<file path="src/rtl/lsnn_spike_encoder_if.sv">
// Intensity-load handshake between host and spike encoder.
// Host drives channel/value; encoder answers with ready while idle.
interface lsnn_spike_encoder_if #(
  parameter int CHANNELS = 8,
  parameter int VAL_W    = 8
);
  localparam int CH_W = (CHANNELS > 1) ? $clog2(CHANNELS) : 1;

  logic            load_valid;
  logic            load_ready;
  logic [CH_W-1:0] load_ch;
  logic [VAL_W-1:0] load_val;

  modport master (
    output load_valid,
    output load_ch,
    output load_val,
    input  load_ready
  );

  modport slave (
    input  load_valid,
    input  load_ch,
    input  load_val,
    output load_ready
  );
endinterface

</file>
<file path="src/rtl/lsnn_spike_encoder.sv">
// Rate-coded spike transmitter: per-channel sigma-delta accumulators
// run over a fixed window of timesteps, feeding the LSNN spike bus.
module lsnn_spike_encoder #(
  parameter int CHANNELS = 8,
  parameter int VAL_W    = 8,
  parameter int WINDOW   = 16,
  parameter int STEP_DIV = 4
) (
  input  logic                clk,
  input  logic                rst,
  lsnn_spike_encoder_if.slave load,
  input  logic                start,
  input  logic                stop,
  output logic                busy,
  output logic                done,
  output logic                step_strobe,
  output logic [CHANNELS-1:0] spike_out
);
  localparam int DIV_W  = (STEP_DIV > 2) ? $clog2(STEP_DIV) : 1;
  localparam int STEP_W = $clog2(WINDOW + 1);

  typedef enum logic {
    IDLE,
    RUN
  } state_t;

  state_t state_q, state_d;

  logic [DIV_W-1:0]  div_q;
  logic [STEP_W-1:0] step_q;
  logic [VAL_W-1:0]  inten_q [CHANNELS];
  logic [VAL_W-1:0]  acc_q   [CHANNELS];
  logic [VAL_W-1:0]  acc_nxt [CHANNELS];
  logic [CHANNELS-1:0] spike_nxt;
  logic [CHANNELS-1:0] spike_q;
  logic done_q;
  logic strobe_q;
  logic fire;
  logic finish;
  logic wr_en;

  // Step math is done one cycle early so the strobe comes out registered
  // in the last cycle of each timestep.
  assign fire = (state_q == RUN) && !stop
              && (div_q == DIV_W'(STEP_DIV - 2));

  assign finish = (state_q == RUN) && !stop
                && (div_q == DIV_W'(STEP_DIV - 1))
                && (step_q == STEP_W'(WINDOW));

  assign wr_en = load.load_valid && (state_q == IDLE)
               && (int'(load.load_ch) < CHANNELS);

  always_comb begin
    spike_nxt = '0;
    for (int i = 0; i < CHANNELS; i++) begin
      logic [VAL_W:0] sum;
      sum = {1'b0, acc_q[i]} + {1'b0, inten_q[i]};
      spike_nxt[i] = sum[VAL_W];
      acc_nxt[i]   = sum[VAL_W-1:0];
    end
  end

  always_comb begin
    state_d = state_q;
    unique case (state_q)
      IDLE: if (start) state_d = RUN;
      RUN:  if (stop || finish) state_d = IDLE;
      default: state_d = IDLE;
    endcase
  end

  always_ff @(posedge clk) begin
    if (rst) begin
      state_q  <= IDLE;
      div_q    <= '0;
      step_q   <= '0;
      done_q   <= 1'b0;
      strobe_q <= 1'b0;
      spike_q  <= '0;
      for (int i = 0; i < CHANNELS; i++) begin
        inten_q[i] <= '0;
        acc_q[i]   <= '0;
      end
    end else begin
      state_q  <= state_d;
      done_q   <= finish;
      strobe_q <= fire;
      spike_q  <= fire ? spike_nxt : '0;
      if (wr_en) inten_q[load.load_ch] <= load.load_val;
      if (state_q == IDLE && start) begin
        div_q  <= '0;
        step_q <= '0;
        for (int i = 0; i < CHANNELS; i++) acc_q[i] <= '0;
      end else if (state_q == RUN) begin
        if (div_q == DIV_W'(STEP_DIV - 1)) div_q <= '0;
        else div_q <= div_q + 1'b1;
        if (fire) begin
          step_q <= step_q + 1'b1;
          for (int i = 0; i < CHANNELS; i++) acc_q[i] <= acc_nxt[i];
        end
      end
    end
  end

  assign load.load_ready = (state_q == IDLE);
  assign busy            = (state_q == RUN);
  assign done            = done_q;
  assign step_strobe     = strobe_q;
  assign spike_out       = spike_q;
endmodule

</file>
<file path="src/flat_wrapper.sv">
// flat-port wrapper written by rule: the top's interface ports become plain ports
module lsnn_spike_encoder_flat 
#(
  parameter int CHANNELS = 8,
  parameter int VAL_W    = 8,
  parameter int WINDOW   = 16,
  parameter int STEP_DIV = 4
)
  (clk, rst, start, stop, busy, done, step_strobe, spike_out, load_load_valid, load_load_ch, load_load_val, load_load_ready);
  lsnn_spike_encoder_if #(.CHANNELS(CHANNELS), .VAL_W(VAL_W)) load_i ();
  input  logic clk;
  input  logic rst;
  input  logic start;
  input  logic stop;
  output logic busy;
  output logic done;
  output logic step_strobe;
  output logic [CHANNELS-1:0] spike_out;
  input wire logic [$bits(load_i.load_valid)-1:0] load_load_valid;
  input wire logic [$bits(load_i.load_ch)-1:0] load_load_ch;
  input wire logic [$bits(load_i.load_val)-1:0] load_load_val;
  output wire logic [$bits(load_i.load_ready)-1:0] load_load_ready;
  assign load_i.load_valid = load_load_valid;
  assign load_i.load_ch = load_load_ch;
  assign load_i.load_val = load_load_val;
  assign load_load_ready = load_i.load_ready;
  lsnn_spike_encoder #(.CHANNELS(CHANNELS), .VAL_W(VAL_W), .WINDOW(WINDOW), .STEP_DIV(STEP_DIV)) u_core (.clk(clk), .rst(rst), .load(load_i), .start(start), .stop(stop), .busy(busy), .done(done), .step_strobe(step_strobe), .spike_out(spike_out));
endmodule
</file>
<file path="config.mk">
export PLATFORM = sky130hd
export DESIGN_NAME = lsnn_spike_encoder_flat
export DESIGN_NICKNAME = d
export VERILOG_FILES = /design/src/rtl/lsnn_spike_encoder_if.sv /design/src/rtl/lsnn_spike_encoder.sv /design/src/flat_wrapper.sv
export SDC_FILE = /design/constraint.sdc
export NUM_CORES = 1
export LEC_CHECK = 0
export ABC_AREA = 0
export ABC_CLOCK_PERIOD_IN_PS = 6240
export CAP_MARGIN = 5
export CORE_UTILIZATION = 65
export DETAILED_ROUTE_END_ITERATION = 10
export PLACE_DENSITY_LB_ADDON = 0.3
export SLEW_MARGIN = 15
export SYNTH_ARGS = -nofsm -noshare
export SYNTH_HDL_FRONTEND = slang
export SYNTH_SLANG_ARGS = --single-unit
</file>
<file path="constraint.sdc">
create_clock -name clk -period 6.24 [get_ports clk]
set_input_delay 1.248 -clock clk [delete_from_list [all_inputs] [get_ports clk]]
set_output_delay 1.248 -clock clk [all_outputs]
set_load 0.05 [all_outputs]
</file>
# --- Word-level counts from Yosys, hierarchy flattened ---
# Memory sizes are Yosys's and may differ from the RTL's.
# Index checks and enable logic that the tools add are counted.
word_totals:
  ramBits: 128
  elab_cells: 87
  out_inout_bits: 12
  input_bits: 16
  mem_count: 2
  regBits: 18
op_classes:
  eq_ne: 3
  bitwise: 18
  reduce_logical: 12
  n_addsub: 10
  n_mux: 36
memory_table:
  columns: ["name", "words", "width", "read_ports", "rd_clocked_by_memory_dff", "write_ports", "line_no", "source"]
  rows:
  - ["u_core.acc_q", 8, 8, 8, 0, 8, "lsnn_spike_encoder.sv:32", "logic [VAL_W-1:0] acc_q [CHANNELS];"]
  - ["u_core.inten_q", 8, 8, 8, 0, 8, "lsnn_spike_encoder.sv:31", "logic [VAL_W-1:0] inten_q [CHANNELS];"]
ops:
  columns: ["op", "count"]
  rows:
  - ["$mux W8", 17]
  - ["$add A8 B8 Y9", 8]
  - ["$mux W1", 16]
  - ["$or A1 B1 Y1", 16]
  - ["$reduce_or A8 Y1", 1]
  - ["$logic_and A1 B1 Y1", 6]
  - ["$add A5 B1 Y5 const B", 1]
  - ["$eq A5 B5 Y1 const B", 1]
  - ["$eq A2 B2 Y1 const B", 2]
  - ["$reduce_or A2 Y1", 2]
  - ["$mux W3", 1]
  - ["$add A2 B1 Y2 const B", 1]
  - ["$mux W2", 1]
  - ["$not A1 Y1", 2]
  - ["$pmux W1 S2", 1]
  - ["$reduce_and A2 Y1", 1]
  - ["$logic_not A1 Y1", 1]
  - ["$logic_or A1 B1 Y1", 1]

# --- Longest topological paths before layout ---
depth:
  ltp_word: 9
  mapped_depth: 9
  mapped_depth_nobuf: 8

# --- Worst setup path before layout ---
# Ideal clock, no wire load.
synth_timing:
  kind: "input to register"
  from: "input port start"
  to: "memory u_core.acc_q[1][2], in the netlist u_core.acc_q[0][10], enable pin"
  path_buffers: 0
  path_slack_ns: 3.562
  path_stages: 4
  required_time_ns: 5.879
  t_arrival_ns: 2.317
  setup_time_ns: 0.361
  path_cell_list: "nor2b_1 -> or2_2 -> nor2_1 -> inv_1"
synth_rtl:
  columns: ["item", "line_no", "source"]
  rows:
  - ["from (decl)", "flat_wrapper.sv:13", "input logic start;"]
  - ["to (decl)", "lsnn_spike_encoder.sv:32", null]

==> flow_metrics.tcl <==
set metrics [dict create \
    core_um2 11500 \
    die_x_um 111 \
    vias 5185 \
    failed_checks "DRC" \
    hold_class "register to register" \
    drt_pass1_iterations 7 \
    cts_hold_buf 0 \
    rr_startpoint "u_core.div_q[0]" \
    cts_max_level 4 \
    path_cells "clkdlybuf4s50_1 > or2_2 > inv_2 > and2_1" \
    clock.fmax_mhz 287 \
    postLayoutSetupSlackWorst_ns 2.75 \
    hold_viol_final 0 \
    grt_antenna_before_repair 0 \
    status "complete, but fails checks" \
    tns_ns 0 \
    fin_crit_ns 3.49 \
    async_flop_share_pct 0 \
    clk_pin_slew_ns 0.06 \
    grt_usage_pct 27.2 \
    drv_slew 0 \
    synthXorXnorAreaFrac_pct 2.83 \
    n_antenna_cell 0 \
    wirelength_um 15300 \
    pre_cts_slack_ns 2.31 \
    cp_num_buf_inv 2 \
    r2r_cells 6 \
    synth_ff_type "edfxtp_1" \
    leakage_uw 0.00349 \
    syn-num-nets 766 \
    rsz0062_at_grt "false" \
    ant_nets 0 \
    cp.required_ns 6.42 \
    ys_seq_area_share_pct 53.4 \
    cp_top_family "simple AND/OR/NAND/NOR gates" \
    fin_worst_skew_ns 0.00913 \
    setup_viol 0 \
    pin_count 28 \
    syn_to_final_growth_pct 12.5 \
    post-cts-setup-buffers 0 \
    cts_made_buffers 17 \
    hold_start "u_core.acc_q[0][0]" \
    power_density_nw_per_um2 266 \
    clock-sinks 146 \
    drc 2 \
    via_per_inst 5.99 \
    rows 39 \
    ir_drop_mv 0.160 \
    tightest_slew_ns 1.17 \
    clock_latency_ns 0.43 \
    muxShareOfSynthArea_pct 0 \
    power.total_uw 2320 \
    grt_pass1_wl_um 25700 \
    crit_arrival_ns 3.67 \
    ys_ff_latch 146 \
    synth_cell_types 40 \
    max_stage_delay_ns 0.98 \
    grt_overflow 0 \
    slew_headroom_pct 22.1 \
    synthSimpleGateAreaFrac_pct 17.6 \
    worstHoldEndpoint "u_core.acc_q[0][0]" \
    grt_max_degree 56 \
    cts_root_buffer "clkbuf_16" \
    cts_resized 0 \
    cpMaxStageDelayCell "or2_2" \
    whs_path_depth 2 \
    criticalPathCategory "input port to register" \
    end_kind "register" \
    placed_cells 834 \
    synth_compound_area_share_pct 11.2 \
    fin_cells 866 \
    synth_edf_count 120 \
    start_util_pct 67.1 \
    syn_inst 674 \
    timing.reg2reg.setup_slack_ns 3.55 \
    synth_top_area_share_pct 46.6 \
    cp_max_fo 55 \
    synth-adder-area-share_pct 13.1 \
    cts.path.max_buffers 2 \
    max-cap-violations 0 \
    gp_congestion 0.863 \
    avgSynthCellArea_um2 11.5 \
    drtIter0Drc 270 \
    r2r-end "u_core.acc_q[1][0]" \
    fin_crit_sh_pct 55.9 \
    synth_top_family_by_area "simple AND/OR/NAND/NOR gates" \
    synth.cell_area_um2 7730 \
    port_buffers 27 \
    grt_pass1_vias 5336 \
    final_nets 802 \
    ys.warnings.count 0 \
    crit_path_start_kind "input port" \
    dp_hpwl_um 10200 \
    synth_area_leaders "edfxtp_1, ha_1, dfxtp_1" \
    wl_per_cell_um 17.6 \
    synth_top_area_cell "edfxtp_1" \
    drive_gt1_share_pct 6.09 \
    cts_tree "yes" \
    dieArea_um2 12300 \
    die_h_um 111 \
]
-- power breakdown --
group	leakage (µW)	internal [µW]	switching [µW]
registers	0.00147	1100	19.4
clock network	0.000275	592	386
logic	0.00174	88.5	132
-- stage by stage --
step	utilization, %	hold WS (ns)	area, µm²
2_1_floorplan	-	0.429	7730
3_3_place_gp	70.6	0.450	8130
3_5_place_dp	70.6	0.455	8130
4_1_cts	75.5	0.466	8690
5_1_grt	75.5	0.502	8690
6_report	75.5	0.463	8690
-- logic make-up after synthesis --
group	count (synthesis)
adder cells (fa/ha/maj)	76
AND/OR/NAND/NOR	255
flip-flops	146
AO/OA/AOI/OAI	135
XOR/XNOR	25
buffers and inverters	37
-- routing by layer --
layer / vias up / part of all wire, % / GRT usage [%]
li1: 2523 / - / -
met1: 2486 / 44 / 34.7
met2: 146 / 50 / 46.2
met3: 30 / 4.4 / 5.08
met4: 0 / 1.9 / 11.0
met5: - / 0 / 0
-- registers in the layout (all words and copies together), names as in the netlist --
signal / flops
u_core.div_q: 2
u_core.step_strobe: 1
u_core.step_q: 5
u_core.acc_q: 64
u_core.inten_q: 64
u_core.spike_out: 8
u_core.busy: 1
u_core.done: 1
-- Yosys cell counts (16+ instances only) --
library cell  number
edfxtp_1         120
and2_1            75
ha_1              68
nor2_1            67
nor3_1            34
o21ai_0           31
dfxtp_1           26
inv_1             26
a211oi_1          24
a21oi_1           24
nand2b_1          21
xor2_1            21
nand2_1           16
-- worst register-to-register path, delay by kind of cell, from the launching register on --
kind                       cells  cell delay, ns
adders and majority gates      1            0.21
buffers and inverters          2            0.46
DFF                            1            0.37
and+or+nand+nor                3            1.41
-- cell usage in the layout (no fill, tap or decap), types with 2 or more instances in the layout --
cell / instances
a211oi_1: 24
a21boi_0: 4
a21o_1: 10
a21oi_1: 24
a31oi_1: 8
and2_1: 75
bufinv_16: 2
clkbuf_1: 2
clkbuf_16: 17
clkdlybuf4s50_1: 27
clkinv_2: 7
clkinvlp_4: 3
dfxtp_1: 26
edfxtp_1: 120
fa_1: 8
ha_1: 68
inv_1: 26
nand2_1: 16
nand2b_1: 21
nand3_1: 3
nand4_1: 3
nand4b_1: 2
nor2_1: 67
nor2b_1: 13
nor3_1: 34
nor3b_1: 3
o211ai_1: 6
o21a_1: 10
o21ai_0: 31
o21bai_1: 10
o31ai_1: 5
or2_2: 12
or3_1: 4
xnor2_1: 4
xor2_1: 21
-- layout make-up --
| class | instances | area, µm² |
|---|---|---|
| Sequential cell | 146 | 4120 |
| Multi-Input combinational cell | 491 | 3450 |
| Fill cell | 762 | 2830 |
| Clock buffer | 20 | 447 |
| Timing Repair Buffer | 27 | 270 |
| Tap cell | 143 | 179 |
| Clock inverter | 12 | 118 |
| Inverter | 27 | 101 |
-- worst max-delay path by stage --
stage,from,endpoint,slack [ns],cells past startpoint
floorplan,start,u_core.acc_q[0][10],3.56,4
global placement,rst,u_core.acc_q[1][17],2.42,4
detailed placement,rst,u_core.acc_q[1][0],2.31,4
CTS,rst,u_core.acc_q[1][0],2.75,4
global route,rst,u_core.acc_q[1][0],2.58,4
finish,rst,u_core.acc_q[1][0],2.75,4
Note: power is estimated with default switching activity, not from simulation.
==> RTL change: new RTL, config.mk and constraints unchanged <==
`CHANNELS` is set to 8 in 3 places; all go to 4.
--- a/src/rtl/lsnn_spike_encoder_if.sv
+++ b/src/rtl/lsnn_spike_encoder_if.sv
@@ -1,7 +1,7 @@
 // Intensity-load handshake between host and spike encoder.
 // Host drives channel/value; encoder answers with ready while idle.
 interface lsnn_spike_encoder_if #(
-  parameter int CHANNELS = 8,
+  parameter int CHANNELS = 4,
   parameter int VAL_W    = 8
 );
   localparam int CH_W = (CHANNELS > 1) ? $clog2(CHANNELS) : 1;
--- a/src/rtl/lsnn_spike_encoder.sv
+++ b/src/rtl/lsnn_spike_encoder.sv
@@ -1,7 +1,7 @@
 // Rate-coded spike transmitter: per-channel sigma-delta accumulators
 // run over a fixed window of timesteps, feeding the LSNN spike bus.
 module lsnn_spike_encoder #(
-  parameter int CHANNELS = 8,
+  parameter int CHANNELS = 4,
   parameter int VAL_W    = 8,
   parameter int WINDOW   = 16,
   parameter int STEP_DIV = 4
--- a/src/flat_wrapper.sv
+++ b/src/flat_wrapper.sv
@@ -1,7 +1,7 @@
 // flat-port wrapper written by rule: the top's interface ports become plain ports
 module lsnn_spike_encoder_flat 
 #(
-  parameter int CHANNELS = 8,
+  parameter int CHANNELS = 4,
   parameter int VAL_W    = 8,
   parameter int WINDOW   = 16,
   parameter int STEP_DIV = 4
Interface: changed (resized load_load_ch and spike_out); port bits go from 28 to 23. The function was not compared with the original's and may differ.
==> RTL change against the unedited design <==
  * Routed wire length decreased by 49%
  * Clock power down 62%
  * Synthesized area is 47% lower
  * Clock skew fell by 0.0016 ns
  * Worst setup slack improved by 0.42 ns
  * Power decreased by 53%
  * Cell area fell by 47%
  * Sequential power decreased by 48%
  * Fmax is 14% higher
  * Sequential cell count is 68 lower
  * Register-to-register slack gained 0.42 ns
  * Critical path type unchanged
  * Critical endpoint is now u_core.inten_q[1][3]
==> RTL change: results (changes against the unedited design) <==
Outcome
The run finished with clean final reports.

Timing
The headroom to the max-slew limit is 47.0% (+25 points). The shortest period the worst path allows is 3.07 ns (-0.419 ns). The worst hold margin is 0.475 ns (+0.0116 ns).

The final max-slew violation count is 0 (unchanged). The final clock skew was 0.00756 ns (-0.00157 ns).

Global routing
The met1 routing resource usage after global routing is 33.0% (-1.7 points). The number of global-route vias before repair is 2763 (-48%). The met2 usage in global routing was 44.1% (-2.1 points). The first-pass GRT wire length is 12500 um (-51%). The met3 track utilization from global routing is 5.96% (+0.87 points).

The global-route usage over all layers came to 26.4% (-0.84 points).

Setup path
The cell with the largest stage delay on the worst path is nor3b_1. The capturing element of the worst setup path is u_core.inten_q[1][3]. The endpoint identified for the worst register-to-register timing path is u_core.acc_q[1][6]. The minimum setup slack among reg-to-reg paths is 3.97 ns (+0.42 ns). The arrival time at the worst endpoint is 3.12 ns (-0.55 ns). The critical path's largest stage delay came to 0.67 ns (-0.31 ns). The depth of the most critical reg-to-reg path was 7 (+1). The startpoint identified for the worst register-to-register timing path is u_core.acc_q[1][0]. The largest fanout of any net on the critical path came to 9 (-84%).

Yosys
The async set-reset flop share out of synthesis is 0% (unchanged). The number of nets in the synthesized netlist was 419 (-45%). The number of distinct library cell variants in the gate-level netlist after synthesis is 41 (+2.5%).

The synthesized-area fraction occupied by adder cells is 13.0% (-0.10 points). The gate count of the mapped netlist came to 364 (-46%). The post-synthesis share of cell area spent on xor and xnor gates was 3.21% (+0.38 points). Ranked by total cell area, the synthesized netlist is headed by edfxtp_1 41%, ha_1 11%, dfxtp_1 11%. After synthesis, the most frequently instantiated cells are 56 x edfxtp_1, 38 x and2_1, 36 x ha_1. The compound-gate portion of the synthesized area is 11.7% (+0.46 points). The register area share after synthesis is 51.9% (-1.5 points). The number of flops mapped to enable cells by yosys was 56 (-53%). The multiplexer fraction of the synthesized cell area is 0.245% (+0.24 points).

Place
The HPWL after detailed placement was 5620 um (-45%). The cell area after placement was 4380 um^2 (-46%). The pre-CTS setup slack is 2.40 ns (+0.0924 ns).

The total of buffers placed on input and output ports came to 22 (-19%). The placed cell count was 456 (-45%).

Power
The worst voltage drop across the vdd grid came to 0.167 mV (+4.9%). The switching share of total power is 24.5% (+1.2 points). The static power due to leakage is 1.84 nW (-47%).

Route
The via density per instance is 5.94 (-0.74%). The total iterations of the first detailed-routing run is 5 (-2). The routed length on met3 is 381 um (-44%).

The wire length on met2 is 3870 um (-49%). The post-route met1 wirelength was 3430 um (-49%). The residual DRC count is 0 (-2). The initial DRC count is 162 (-40%).

Clock network
The insertion delay to the later sink of the worst-skew pair was 0.35 ns (-0.08 ns). The number of buffers added by the clock tree synthesis step was 9 (-8). The clock input transition at the sequential cells of the worst setup and hold paths is 0.08 ns (+0.02 ns).

The maximum level of the CTS H-tree is 3 (-1).

Cells and area
The share of layout cells above drive strength 1 came to 6.30% (+0.21 points). The number of non-filler instances in the completed layout is 472 (-45%). The largest registers in the layout are u_core.acc_q: 32 flops, u_core.inten_q: 32 flops, u_core.step_q: 5 flops. The layout net count is 447 (-44%). The number of inserted filler cells in the final layout was 393 (-48%).
RTL change: cell types whose count changed after synthesis, sizes merged, moves of 12 or more:
cell    delta
and2      -37
edfxtp    -64
ha        -32
inv       -12
nand2b    -15
nor2      -31
nor3      -20
o21ai     -12
RTL change: cell families (layout without fill, tap and decap cells):
group	after synthesis	count (layout)
simple gates	135	135
xor+xnor	15	15
flops	78	78
buf+inv	20	53
fa+ha+maj	40	40
compound gates	75	75
mux	1	1
RTL change: worst min path at each step:
| stage | cells past startpoint | end | startpoint |
|---|---|---|---|
| after floorplan | 2 | u_core.acc_q[2][3] | u_core.acc_q[2][3] |
| after global placement | 2 | u_core.acc_q[2][3] | u_core.acc_q[2][3] |
| after detailed placement | 2 | u_core.acc_q[2][3] | u_core.acc_q[2][3] |
| after CTS | 2 | u_core.acc_q[2][3] | u_core.acc_q[2][3] |
| after global routing | 2 | u_core.acc_q[2][0] | u_core.acc_q[2][0] |
| final | 2 | u_core.acc_q[2][0] | u_core.acc_q[2][0] |
RTL change: area by class of cell:
cell class	count	area [um^2]	area share, %
clock buffer	12	176	3.85
clock inverter	4	23.8	0.519
inverter	15	56.3	1.23
multi-input combinational	266	1890	41.3
sequential	78	2120	46.3
tap	75	93.8	2.05
timing repair buffer	22	220	4.80
RTL change: power by group through the flow:
| stage | Clock [mW] | Sequential, mW | Combinational [mW] |
|---|---|---|---|
| floorplan | 0 | 0.597 | 0.0828 |
| global placement | 0 | 0.599 | 0.114 |
| detailed placement | 0 | 0.600 | 0.120 |
| CTS | 0.376 | 0.588 | 0.122 |
| global route | 0.399 | 0.590 | 0.137 |
| finish | 0.374 | 0.588 | 0.123 |
RTL change: critical path: cells and delay by family:
kind | cells | cell delay, ns
buffers and inverters | 2 | 0.72
AND/OR/NAND/NOR | 3 | 1.16
